## src/rtl/debounce_filter_pkg.sv

```systemverilog
// Shared types and default constants for the switch/button debounce filter.
package debounce_filter_pkg;

  localparam int DEF_SYNC_STAGES     = 2;
  localparam int DEF_DEBOUNCE_CYCLES = 1000;
  localparam int DEF_GLITCH_W        = 8;

  // Qualification FSM: two settled levels, each with a "waiting to leave" state.
  typedef enum logic [1:0] {
    STABLE_LOW  = 2'd0,
    WAIT_HIGH   = 2'd1,
    STABLE_HIGH = 2'd2,
    WAIT_LOW    = 2'd3
  } db_state_t;

endpackage

```

## src/rtl/sync_ff_chain.sv

```systemverilog
// Multi-flop synchronizer for a single asynchronous bit. The last stage is the
// only output; nothing else in the design may look at the raw input.
module sync_ff_chain #(
  parameter int DEPTH = 2
) (
  input  logic clk,
  input  logic reset,
  input  logic d,
  output logic q
);

  logic [DEPTH-1:0] chain;

  // Shift the raw bit through DEPTH flops; synchronous active-low clear.
  always_ff @(posedge clk) begin
    if (!reset) begin
      chain <= '0;
    end else begin
      chain <= {chain[DEPTH-2:0], d};
    end
  end

  assign q = chain[DEPTH-1];

endmodule

```

## src/rtl/debounce_filter.sv

```systemverilog
// Debounce filter: a synchronized input must hold a new level for
// DEBOUNCE_CYCLES consecutive samples before db_out follows it. Every
// qualification that is abandoned counts as a glitch (saturating counter).
//
// Handshake: none. db_out is a plain registered level; each accepted
// transition produces exactly one edge on it, which downstream edge detectors
// may rely on.
module debounce_filter
  import debounce_filter_pkg::*;
#(
  parameter int SYNC_STAGES     = DEF_SYNC_STAGES,
  parameter int DEBOUNCE_CYCLES = DEF_DEBOUNCE_CYCLES,
  parameter int GLITCH_W        = DEF_GLITCH_W
) (
  input  logic                clk,
  input  logic                reset,
  input  logic                in_raw,
  output logic                db_out,
  output logic                settling,
  output logic [GLITCH_W-1:0] glitch_count
);

  localparam int                  CNT_W      = $clog2(DEBOUNCE_CYCLES);
  localparam logic [CNT_W-1:0]    CNT_LAST   = CNT_W'(DEBOUNCE_CYCLES - 1);
  localparam logic [GLITCH_W-1:0] GLITCH_MAX = '1;

  logic                s;
  db_state_t           state;
  db_state_t           state_nxt;
  logic [CNT_W-1:0]    cnt;
  logic [CNT_W-1:0]    cnt_nxt;
  logic                db_nxt;
  logic                glitch_inc;
  logic [GLITCH_W-1:0] glitch_nxt;

  sync_ff_chain #(
    .DEPTH (SYNC_STAGES)
  ) u_sync (
    .clk   (clk),
    .reset (reset),
    .d     (in_raw),
    .q     (s)
  );

  // Next-state logic: leave a STABLE state on the first opposite sample,
  // accept after the count completes, fall back (and log a glitch) on reversal.
  always_comb begin
    state_nxt  = state;
    cnt_nxt    = cnt;
    db_nxt     = db_out;
    glitch_inc = 1'b0;
    case (state)
      STABLE_LOW: begin
        if (s) begin
          state_nxt = WAIT_HIGH;
          cnt_nxt   = '0;
        end
      end
      WAIT_HIGH: begin
        if (!s) begin
          state_nxt  = STABLE_LOW;
          cnt_nxt    = '0;
          glitch_inc = 1'b1;
        end else if (cnt == CNT_LAST) begin
          state_nxt = STABLE_HIGH;
          cnt_nxt   = '0;
          db_nxt    = 1'b1;
        end else begin
          cnt_nxt = cnt + CNT_W'(1);
        end
      end
      STABLE_HIGH: begin
        if (!s) begin
          state_nxt = WAIT_LOW;
          cnt_nxt   = '0;
        end
      end
      WAIT_LOW: begin
        if (s) begin
          state_nxt  = STABLE_HIGH;
          cnt_nxt    = '0;
          glitch_inc = 1'b1;
        end else if (cnt == CNT_LAST) begin
          state_nxt = STABLE_LOW;
          cnt_nxt   = '0;
          db_nxt    = 1'b0;
        end else begin
          cnt_nxt = cnt + CNT_W'(1);
        end
      end
      default: begin
        state_nxt = STABLE_LOW;
        cnt_nxt   = '0;
        db_nxt    = 1'b0;
      end
    endcase
  end

  // Glitch counter sticks at all-ones instead of wrapping.
  always_comb begin
    glitch_nxt = glitch_count;
    if (glitch_inc && (glitch_count != GLITCH_MAX)) begin
      glitch_nxt = glitch_count + GLITCH_W'(1);
    end
  end

  // State register plus registered outputs; settling mirrors the WAIT states.
  always_ff @(posedge clk) begin
    if (!reset) begin
      state        <= STABLE_LOW;
      cnt          <= '0;
      db_out       <= 1'b0;
      settling     <= 1'b0;
      glitch_count <= '0;
    end else begin
      state        <= state_nxt;
      cnt          <= cnt_nxt;
      db_out       <= db_nxt;
      settling     <= (state_nxt == WAIT_HIGH) || (state_nxt == WAIT_LOW);
      glitch_count <= glitch_nxt;
    end
  end

endmodule

```

## config.mk

```make
export PLATFORM = sky130hd
export DESIGN_NAME = debounce_filter
export DESIGN_NICKNAME = d
export VERILOG_FILES = /design/src/rtl/debounce_filter_pkg.sv /design/src/rtl/sync_ff_chain.sv /design/src/rtl/debounce_filter.sv
export SDC_FILE = /design/constraint.sdc
export NUM_CORES = 1
export LEC_CHECK = 0
export BUFFER_PORTS_ARGS = -buffer_cell sky130_fd_sc_hd__buf_2
export CORE_UTILIZATION = 63
export CTS_BUF_LIST = sky130_fd_sc_hd__clkbuf_4 sky130_fd_sc_hd__clkbuf_8
export CTS_CLUSTER_SIZE = 40
export DETAILED_ROUTE_END_ITERATION = 10
export PLACE_DENSITY = 0.85
export SETUP_SLACK_MARGIN = 0.15
export SYNTH_ARGS = -nofsm -noshare
export SYNTH_HDL_FRONTEND = slang
export SYNTH_HIERARCHICAL = 1
export SYNTH_SLANG_ARGS = --single-unit
```

## constraint.sdc

```tcl
create_clock -name clk -period 2.46 [get_ports clk]
set_input_delay 0.738 -clock clk [delete_from_list [all_inputs] [get_ports clk]]
set_output_delay 0.738 -clock clk [all_outputs]
set_load 0.005 [all_outputs]
```

# [After elaboration in Yosys (flattened, before gate mapping)]
# Index checks and enable logic that the tools add are counted.
[totals] elab_cells=48 ff_bits=24
[op_classes] n_mux=21 n_reduce_logical=6 add_sub_neg=2 eq_ne=13
[ops] op="$mux W10" n=5
[ops] op="$pmux W10 S4" n=1
[ops] op="$mux W2" n=6
[ops] op="$add A10 B1 Y10 const B" n=1
[ops] op="$eq A10 B10 Y1 const B" n=1
[ops] op="$add A8 B1 Y8 const B" n=1
[ops] op="$ne A2 B2 Y1 const B" n=4
[ops] op="$ne A8 B8 Y1 const B" n=1
[ops] op="$pmux W2 S4" n=1
[ops] op="$eq A2 B2 Y1 const B" n=3
[ops] op="$mux W1" n=6
[ops] op="$reduce_and A5 Y1" n=1
[ops] op="$eq A2 B1 Y1 const B" n=2
[ops] op="$ne A2 B1 Y1 const B" n=2
[ops] op="$pmux W1 S2" n=2
[ops] op="$logic_not A2 Y1" n=1
[ops] op="$reduce_and A2 Y1" n=1
[ops] op="$reduce_bool A2 Y1" n=1
[ops] op="$logic_and A1 B1 Y1" n=1
[ops] op="$logic_or A1 B1 Y1" n=1

# [Depth between registers and ports, before layout]
# Gate-level depths: netlist of the first run.
[depth] depth_word=6 mapped_depth=6

# [Modules after synthesis]
# The synthesis of the first run kept the hierarchy.
[modules_own_cells] mod="debounce_filter" n_inst=1 area_each_um2=1027.2 cells_each=111 seq_area_each_um2=440.4
[modules_own_cells] mod="sync_ff_chain" n_inst=1 area_each_um2=52.6 cells_each=4 seq_area_each_um2=40.0

# [Worst setup path after synthesis of the first run]
# OpenSTA, ideal clock, no wires.
[synth_timing] path_type="register to register" start="register cnt[0]" end="register cnt[2]" arrival_time_ns=1.388 path_slack_ns=0.945 n_path_buf=0 setup_ns=0.127 path_stages_with_launch=6 period_less_slack_ns=1.515 path_cell_list="dfxtp_1 -> ha_1 -> nor4bb_2 -> a311oi_1 -> o21ai_2 -> nor2_1"
[synth_via] elab_chain_cells=4
[synth_rtl] item="start, declared" line_no="debounce_filter.sv:30" rtl="logic [CNT_W-1:0] cnt;"
[synth_rtl] item="start signal, assigned" line_no="debounce_filter.sv:117" rtl="cnt <= cnt_nxt;"
[synth_rtl] item="$add A10 B1 Y10 or $eq A10 B10 Y1 (tied branches)"
[synth_rtl] item="$mux W10 *" line_no="debounce_filter.sv:64, debounce_filter.sv:83"
[synth_rtl] item="$mux W10 (on tied branches)" line_no="debounce_filter.sv:79, debounce_filter.sv:60"
[synth_rtl] item="$pmux W10 S4 *" line_no="debounce_filter.sv:52" rtl="case (state)"
# Every way passes the cells marked *; elsewhere a longest branch is shown, timed or not.
# A chain may end at the register's enable or synchronous reset.

# [Final worst setup path of the first run]
[layout_timing] start="register glitch_count[0]" end="register glitch_count[4]"
[layout_via] elab_chain_cells=2
[layout_rtl] item="start, declared" line_no="debounce_filter.sv:20" rtl="output logic [GLITCH_W-1:0] glitch_count"
[layout_rtl] item="start signal, assigned" line_no="debounce_filter.sv:120" rtl="glitch_count <= glitch_nxt;"
[layout_rtl] item="branches (longest 2 deep; another with $add A8 B1 Y8)"
# Several ways; the timed one is not identified.

==> results.yml, run 1 <==
clock_network:
  clk_pin_slew_worst_paths_ns: 0.12
  cts_sinks: 24
  cts_made_buffers: 3
  ctsResizeCount: 0
  cts_buffer_depth: 2
  h-tree-depth: 1
  cts_root_buf: "clkbuf_4"
  ctsHoldBuffers: 0
  tritoncts: "yes"
  post_cts_buffers: 0
  insertion_delay_ns: 0.31
placed_design:
  io_buffer_count: 12
  post-place-ws_ns: 0.582
  dp_hpwl_um: 1470
  gp_congestion: 0.803
  placed_cells: 140
  dpl_cell_area_um2: 1150
grt:
  use_met3_pct: 5.00
  grt_use_met2_pct: 41.2
  grt_pass1_wl_um: 3590
  antenna_found_initial: 0
  met1_usage_pct: 34.3
  track_usage_pct: 25.6
  grt_overflow_total: 0
  grt_most_used_layer: "met2"
  first_global_vias: 813
  grt_max_degree: 15
detailed_routing:
  via_count: 881
  routed_via_density: 6.12
  wl_um: 2030
  drc: 4
  drt_pass1_iterations: 7
  ant_nets: 0
  wl_per_cell_um: 14.1
  drt_iter0_drc: 29
logic_synthesis:
  ys_seq_area_share_pct: 44.5
  synth_common_cells: "dfxtp_1, nor2_1, xor2_1, o21ai_0"
  synth-edff-count: 0
  synth_seq_cells: 24
  ys_top_cells_by_area: "dfxtp_1, xor2_1, nor2_1"
  synth_nets: 120
  synth.most_common_cell: "dfxtp_1"
  async_flop_share_pct: 0
  synth_top_area_share_pct: 44.5
  yosysTopAreaCell: "dfxtp_1"
  synthCells: 115
  ys.flop_type: "dfxtp_1"
  ys.warnings.count: 6
  netlist_area_um2: 1080
  ys_types: 34
  avgSynthCellArea_um2: 9.39
die:
  die-area_um2: 1880
  dieHeight_um: 43.4
  die_width_um: 43.4
  start_util_pct: 69.3
  io_pins: 13
  coreArea_um2: 1560
  num_rows: 14
timing:
  fin_crit_sh_pct: 78.8
  rsz0062_at_grt: "false"
  period_minus_slack_ns: 1.94
  final.setup_skew_ns: 0.00369
  final_max_slew_viol_count: 0
  tightest_slew_ns: 0.917
  timing.final.ws_setup_ns: 0.522
  fin_tns_setup_ns: 0
  slew-limit-headroom_pct: 38.6
  timing.hold.ws_ns: 0.466
  max_freq_mhz: 516
  hold_viol: 0
  finalSetupViolations: 0
setup_path:
  regToRegSetupSlack_ns: 0.52
  startpoint_type: "register"
  cp.required_ns: 2.71
  crit_type: "reg2reg"
  rr_endpoint: "glitch_count[4]"
  reg2regPathDepth: 5
  rr_startpoint: "glitch_count[0]"
  crit_arrival_ns: 2.19
  worst-path-max-fanout: 14
  critPathCaptureType: "register"
finish:
  nets: 134
  stdcell_count: 144
  postLayoutCellArea_um2: 1190
  synthToLayoutAreaGrowth_pct: 9.85
  drive_gt1_share_pct: 18.8
  antenna_cells: 0
worst_hold_path:
  hold_path.class: "reg2reg"
  worst_hold_path.endpoint: "u_sync/chain[1]"
  hold_depth: 1
  hp-start: "u_sync/chain[0]"
power:
  pwr-share-comb_pct: 4.2
  power_frac_seq_pct: 63.4
  p_sw_uw: 133
  switching_share_pct: 21.3
  cellLeakagePower_uw: 0.000453
  peakVddDrop_mv: 0.465
  intPower_uw: 493
  clock_power_share_pct: 32.4
  powerDensity_nw_per_um2: 528
outcome:
  status: "finished, violations left"
  violations: "DRC"
flow_run:
  max-cap-violations: 0
worst max-delay path by stage:
stage,startpoint,endpoint,depth (start not counted)
after floorplan,cnt[0],cnt[2],5
after global placement,glitch_count[0],glitch_count[1],5
after detailed placement,glitch_count[0],glitch_count[3],5
after CTS,glitch_count[0],glitch_count[3],5
after global routing,glitch_count[0],glitch_count[3],5
final,glitch_count[0],glitch_count[4],5
per-stage QoR:
| step | util, % | total power, uW |
|---|---|---|
| 4_1_cts | 76.1 | 633 |
| 3_5_place_dp | 73.8 | 431 |
| 6_report | 76.1 | 626 |
| 3_3_place_gp | 73.8 | 431 |
| 2_1_floorplan | - | 422 |
| 5_1_grt | 76.1 | 658 |
worst max-delay path, cell delays in order (launching register included):
cell,delay [ns]
dfxtp_1,0.41
ha_1,0.23
nand3_1,0.10
o211ai_1,0.74
o21ai_0,0.23
a21oi_1,0.16
state kept, by name (all words and copies together), names as in the netlist:
| signal | cells |
|---|---|
| cnt | 10 |
| glitch_count | 8 |
| state | 2 |
| u_sync/chain | 2 |
| db_out | 1 |
| settling | 1 |
final cells by class:
| cell class | count | area, um2 |
|---|---|---|
| clock buffers | 4 | 36.3 |
| fillers | 109 | 373 |
| inverters | 4 | 15.0 |
| multi-input cells | 83 | 567 |
| flip-flops and latches | 24 | 480 |
| well taps | 16 | 20.0 |
| repair buffers | 13 | 67.6 |
power by group through the flow:
stage,clock (uW),sequential [uW],combinational (uW)
2_1_floorplan,0,406,16.4
3_3_place_gp,0,405,25.4
3_5_place_dp,0,405,25.8
4_1_cts,210,397,26.0
5_1_grt,231,398,29.3
6_report,203,397,26.1
cells in the final DEF (no fill, tap or decap), drive strengths merged, types with 2 or more instances in the layout:
cell type  count
a21oi          6
nand4          3
and2           3
or4            2
o211ai         2
ha             2
and4           2
o31ai          2
nand3          5
o21ai          8
and3           3
xor2           9
o2111ai        4
or3            4
mux2i          3
nand2          3
buf           13
clkbuf         4
dfxtp         24
inv            4
nor2          13
metal layers:
metal | up-vias | routed length [um]
met5 | - | 0
met4 | 0 | 17
met3 | 4 | 63
met2 | 19 | 1000
met1 | 414 | 946
li1 | 444 | -
cells by family after synthesis:
| logic type | synth area share, % |
|---|---|
| xor gates and xnor gates | 8.81 |
| adders and majority gates | 2.32 |
| muxes | 2.78 |
| buffers and inverters | 3.01 |
| DFF | 44.5 |
| and+or+nand+nor | 21.4 |
| AOI/OAI and AO/OA | 17.1 |
Power figures use the tool's default switching activity.
==> run 2: changes to the inputs <==
- CORE_UTILIZATION: 63 -> 53
- PLACE_DENSITY: 0.85 -> 0.77
- clock period: 2.46 -> 1.6 ns (I/O delays scaled with it)
==> run 2 against run 1 <==
Die area is 18% higher; count of clock-buffer cells in the layout is 1 lower; hold slack worse by 0.10 ns; register-to-register slack worse by 0.53 ns; sequential power is 54% higher; combinational power grew to 2.8 times the previous value; sequential share of layout area is 8.0 points lower; via count is 19% higher; global-route usage is 1.2 points higher; wire length is 48% higher; the flow finishes with violations (setup timing); non-clock buffer count is 23 higher; final area is 27% higher.
==> results.yml, run 2 (synthesis gave the netlist of run 1 again) <==
finish:
  stdcell_count: 175
  antenna_cells: 0
  final_common_cell: "buf_4"
  drive_gt1_share_pct: 50.7
  regMostFlops: "cnt"
  regArea_um2: 492
  largest_reg_flops: 10
  synthToLayoutAreaGrowth_pct: 40.0
  utilization_pct: 83.0
  multi_input_area_um2: 692
  num-fill-cells: 108
  reg_top3: "cnt (10), glitch_count (8)"
  nets: 157
  mostFrequentLayoutCells: "buf_4, dfxtp_1, buf_2"
timing:
  final.setup_skew_ns: 0.00275
  max_freq_mhz: 621
  tightest_slew_ns: 0.454
  fin_crit_sh_pct: 101
  rsz0062_at_grt: "true"
  final_max_slew_viol_count: 0
  finalSetupViolations: 1
  timing.final.ws_setup_ns: -0.0111
  timing.hold.ws_ns: 0.365
  hold_viol: 0
  fin_tns_setup_ns: -0.0111
  slew-limit-headroom_pct: 69.7
  period_minus_slack_ns: 1.61
outcome:
  violations: "setup timing"
  status: "finished, violations left"
setup_path:
  crit_arrival_ns: 1.86
  critPathCaptureType: "register"
  startpoint_type: "register"
  crit_type: "reg2reg"
  worst-path-max-fanout: 7
  cp.required_ns: 1.85
die:
  coreArea_um2: 1820
  dieHeight_um: 47.1
  io_pins: 13
  num_rows: 15
  start_util_pct: 59.3
  die-area_um2: 2220
  die_width_um: 47.1
clock_network:
  cts_sinks: 24
  cts_made_buffers: 3
  ctsHoldBuffers: 0
  clk_pin_slew_worst_paths_ns: 0.12
  insertion_delay_ns: 0.32
  tritoncts: "yes"
  h-tree-depth: 1
  cts_root_buf: "clkbuf_4"
  cts_buffer_depth: 2
placed_design:
  gp_congestion: 0.808
  io_buffer_count: 12
  dp_hpwl_um: 1630
  placed_cells: 164
detailed_routing:
  via_count: 1048
  ant_nets: 0
  drt_iter0_drc: 60
  wl_per_cell_um: 17.2
  routed_via_density: 5.99
  drt_pass1_iterations: 4
  wl_um: 3010
  drc: 0
grt:
  first_global_vias: 934
  grt_overflow_total: 0
  grt_pass1_wl_um: 4060
  track_usage_pct: 26.8
  antenna_found_initial: 0
  grt_max_degree: 13
power:
  peakVddDrop_mv: 0.833
  total_power_uw: 940
  powerDensity_nw_per_um2: 622
  cellLeakagePower_uw: 0.000575
worst_hold_path:
  hold_path.class: "in2reg"
flow_run:
  max-cap-violations: 0
[run 2: changes by cell type in the layout (fill, tap and decap cells not counted), sizes merged]
cell    change
buf        +23
clkbuf      -1
[run 2: power breakdown]
part	total (uW)	switching, uW	internal, uW
logic	71.8	39.3	32.4
registers	610	4.74	605
clock network	259	170	88.3
[run 2: cell type report]
cell class	count	area share, %
multi-input cells	83	45.8
flip-flops and latches	24	32.5
repair buffers	36	17.1
well taps	25	2.07
clock buffers	3	1.49
inverters	4	0.993
[run 2: final timing paths]
check                                       end  slack [ns]  cells past startpoint            start
worst max-delay path            glitch_count[7]       -0.01                      5  u_sync/chain[1]
worst min-delay path            u_sync/chain[0]        0.37                      2           in_raw
worst max register to register  glitch_count[7]       -0.01                      5  u_sync/chain[1]
worst min register to register  u_sync/chain[1]        0.47                      1  u_sync/chain[0]
[run 2: stage by stage]
| stage | setup slack (ns) | cell area (um2) |
|---|---|---|
| finish | -0.0111 | 1510 |
| floorplan | 0.163 | 1100 |
| detailed placement | -0.0167 | 1290 |
| global route | -0.0352 | 1510 |
| CTS | 0.0933 | 1410 |
| global placement | 0.0665 | 1290 |
[run 2: timing repair]
item / CTS / global route
endpoints found under the setup margin: 14 / 22
resized for setup: 11 / 23
pin swaps: 6 / 17
buffers inserted: 6 / 2
[run 2: worst max-delay path, stage by stage (launching register included)]
cell	delay, ns
dfxtp_2	0.35
xnor2_2	0.21
o211ai_1	0.13
buf_4	0.18
or4_4	0.50
a21oi_2	0.17
[run 2: layer usage]
metal  share of wire (%)  up-vias  wire, um  track usage [%]
met5                   0        -         0                0
met4                 1.5        0        45             9.14
met3                 7.6        6       228             7.69
met2                  48       60      1460             44.4
met1                  42      494      1270             33.4
li1                    -      488         -                -
==> run 3: changes to the inputs <==
- CORE_UTILIZATION: 53 -> 50
- CTS_BUF_LIST: sky130_fd_sc_hd__clkbuf_4 sky130_fd_sc_hd__clkbuf_8 -> default
- PLACE_DENSITY: 0.77 -> 0.73
==> run 3 against run 2 <==
The flow now finishes without violations; worst setup slack gained 0.074 ns; die area up 5.7%; highest routed layer unchanged; flip-flop and latch count unchanged; wire length down 15%; critical path type unchanged; critical endpoint is now glitch_count[4].
==> results.yml, run 3 (synthesis gave the netlist of run 1 again) <==
outcome:
  status: "finished clean"
placed_design:
  gp_congestion: 0.820
  io_buffer_count: 12
  dp_hpwl_um: 1610
  post-place-ws_ns: 0.00971
timing:
  final_max_slew_viol_count: 0
  hold_viol: 0
  final.setup_skew_ns: 0.00119
  timing.hold.ws_ns: 0.365
  period_minus_slack_ns: 1.54
  timing.final.ws_setup_ns: 0.0631
  max_freq_mhz: 651
  finalSetupViolations: 0
  tightest_slew_ns: 0.391
  slew-limit-headroom_pct: 73.9
  rsz0062_at_grt: "true"
  fin_crit_sh_pct: 96.1
die:
  start_util_pct: 53.9
  coreArea_um2: 2000
  die-area_um2: 2350
  dieHeight_um: 48.5
  io_pins: 13
  die_width_um: 48.5
  num_rows: 16
detailed_routing:
  ant_nets: 0
  via_count: 1026
  drt_pass1_iterations: 4
  wl_um: 2570
  routed_via_density: 5.80
  drc: 0
  wl_per_cell_um: 14.5
  drt_iter0_drc: 13
flow_run:
  max-cap-violations: 0
finish:
  regMostFlops: "cnt"
  synthToLayoutAreaGrowth_pct: 39.9
  reg_top3: "cnt (10), glitch_count (8)"
  num-fill-cells: 157
  nets: 156
  largest_reg_flops: 10
  final_common_cell: "buf_4"
  antenna_cells: 0
  drive_gt1_share_pct: 45.3
  mostFrequentLayoutCells: "buf_4, dfxtp_1, nor2_1, buf_2, xor2_1"
clock_network:
  clk_pin_slew_worst_paths_ns: 0.13
  tritoncts: "yes"
  ctsHoldBuffers: 0
  cts_buffer_depth: 2
  cts_root_buf: "clkbuf_4"
  h-tree-depth: 1
  insertion_delay_ns: 0.30
  cts_sinks: 24
  cts_made_buffers: 3
setup_path:
  rr_endpoint: "glitch_count[4]"
  reg2regPathDepth: 7
  worst-path-max-fanout: 6
  rr_startpoint: "glitch_count[0]"
  crit_type: "reg2reg"
  startpoint_type: "register"
  cp.required_ns: 1.82
  critPathCaptureType: "register"
  regToRegSetupSlack_ns: 0.06
  crit_arrival_ns: 1.76
  crit_start: "glitch_count[0]"
worst_hold_path:
  hold_path.class: "in2reg"
  hold_depth: 2
  worst_hold_path.endpoint: "u_sync/chain[0]"
  hp-start: "in_raw"
grt:
  track_usage_pct: 23.6
  first_global_vias: 1009
  grt_pass1_wl_um: 4350
  grt_overflow_total: 0
  antenna_found_initial: 0
  grt_max_degree: 15
power:
  powerDensity_nw_per_um2: 726
  peakVddDrop_mv: 0.846
  cellLeakagePower_uw: 0.000582
## run 3: layout make-up
| class | instances | area (um2) | area share (%) |
|---|---|---|---|
| repair buffers | 35 | 244 | 16.2 |
| multi-input cells | 83 | 668 | 44.2 |
| clock inverters | 1 | 30.0 | 1.99 |
| flip-flops and latches | 24 | 497 | 32.9 |
| inverters | 4 | 15.0 | 0.994 |
| clock buffers | 3 | 22.5 | 1.49 |
| well taps | 27 | 33.8 | 2.24 |
## run 3: critical path, stage by stage (launching register included)
cell and delay [ns]:
dfxtp_2 0.36, ha_4 0.16, nand3_2 0.06, o211ai_1 0.10, buf_4 0.17, buf_6 0.13, or3_1 0.30, a21oi_1 0.19
## run 3: report_power, final
part	internal, uW	switching (uW)
logic	28.0	36.5
registers	601	4.48
clock network	253	174
total	882	215
## run 3: per-layer routing
metal	vias up	track usage (%)	wire, um
li1	493	-	-
met1	510	28.5	1140
met2	17	42.7	1330
met3	6	3.77	47
met4	0	7.35	55
met5	-	0	0
## run 3: how the worst max path moves through the flow
stage / endpoint / slack [ns]
2_1_floorplan: glitch_count[6] / 0.16
3_3_place_gp: glitch_count[7] / 0.09
3_5_place_dp: glitch_count[5] / 0.01
4_1_cts: glitch_count[7] / 0.07
5_1_grt: glitch_count[4] / -0.01
6_report: glitch_count[4] / 0.06
## run 3: timing repair
action                                  CTS  global route
gates cloned                              0             0
endpoints found under the setup margin   15            21
pin swaps                                10            11
resized for setup                         9            19
buffers inserted                          5             4
## run 3: stage by stage
stage | instance area, um2 | total power [uW] | std cells | TNS (ns) | utilization (%)
after detailed placement | 1280 | 674 | 164 | 0 | 64.0
after global routing | 1510 | 1140 | 177 | -0.0108 | 75.4
after global placement | 1280 | 672 | 164 | 0 | 64.0
final | 1510 | 1100 | 177 | 0 | 75.4
after CTS | 1420 | 1110 | 173 | 0 | 70.9
after floorplan | 1100 | 650 | 115 | 0 | -
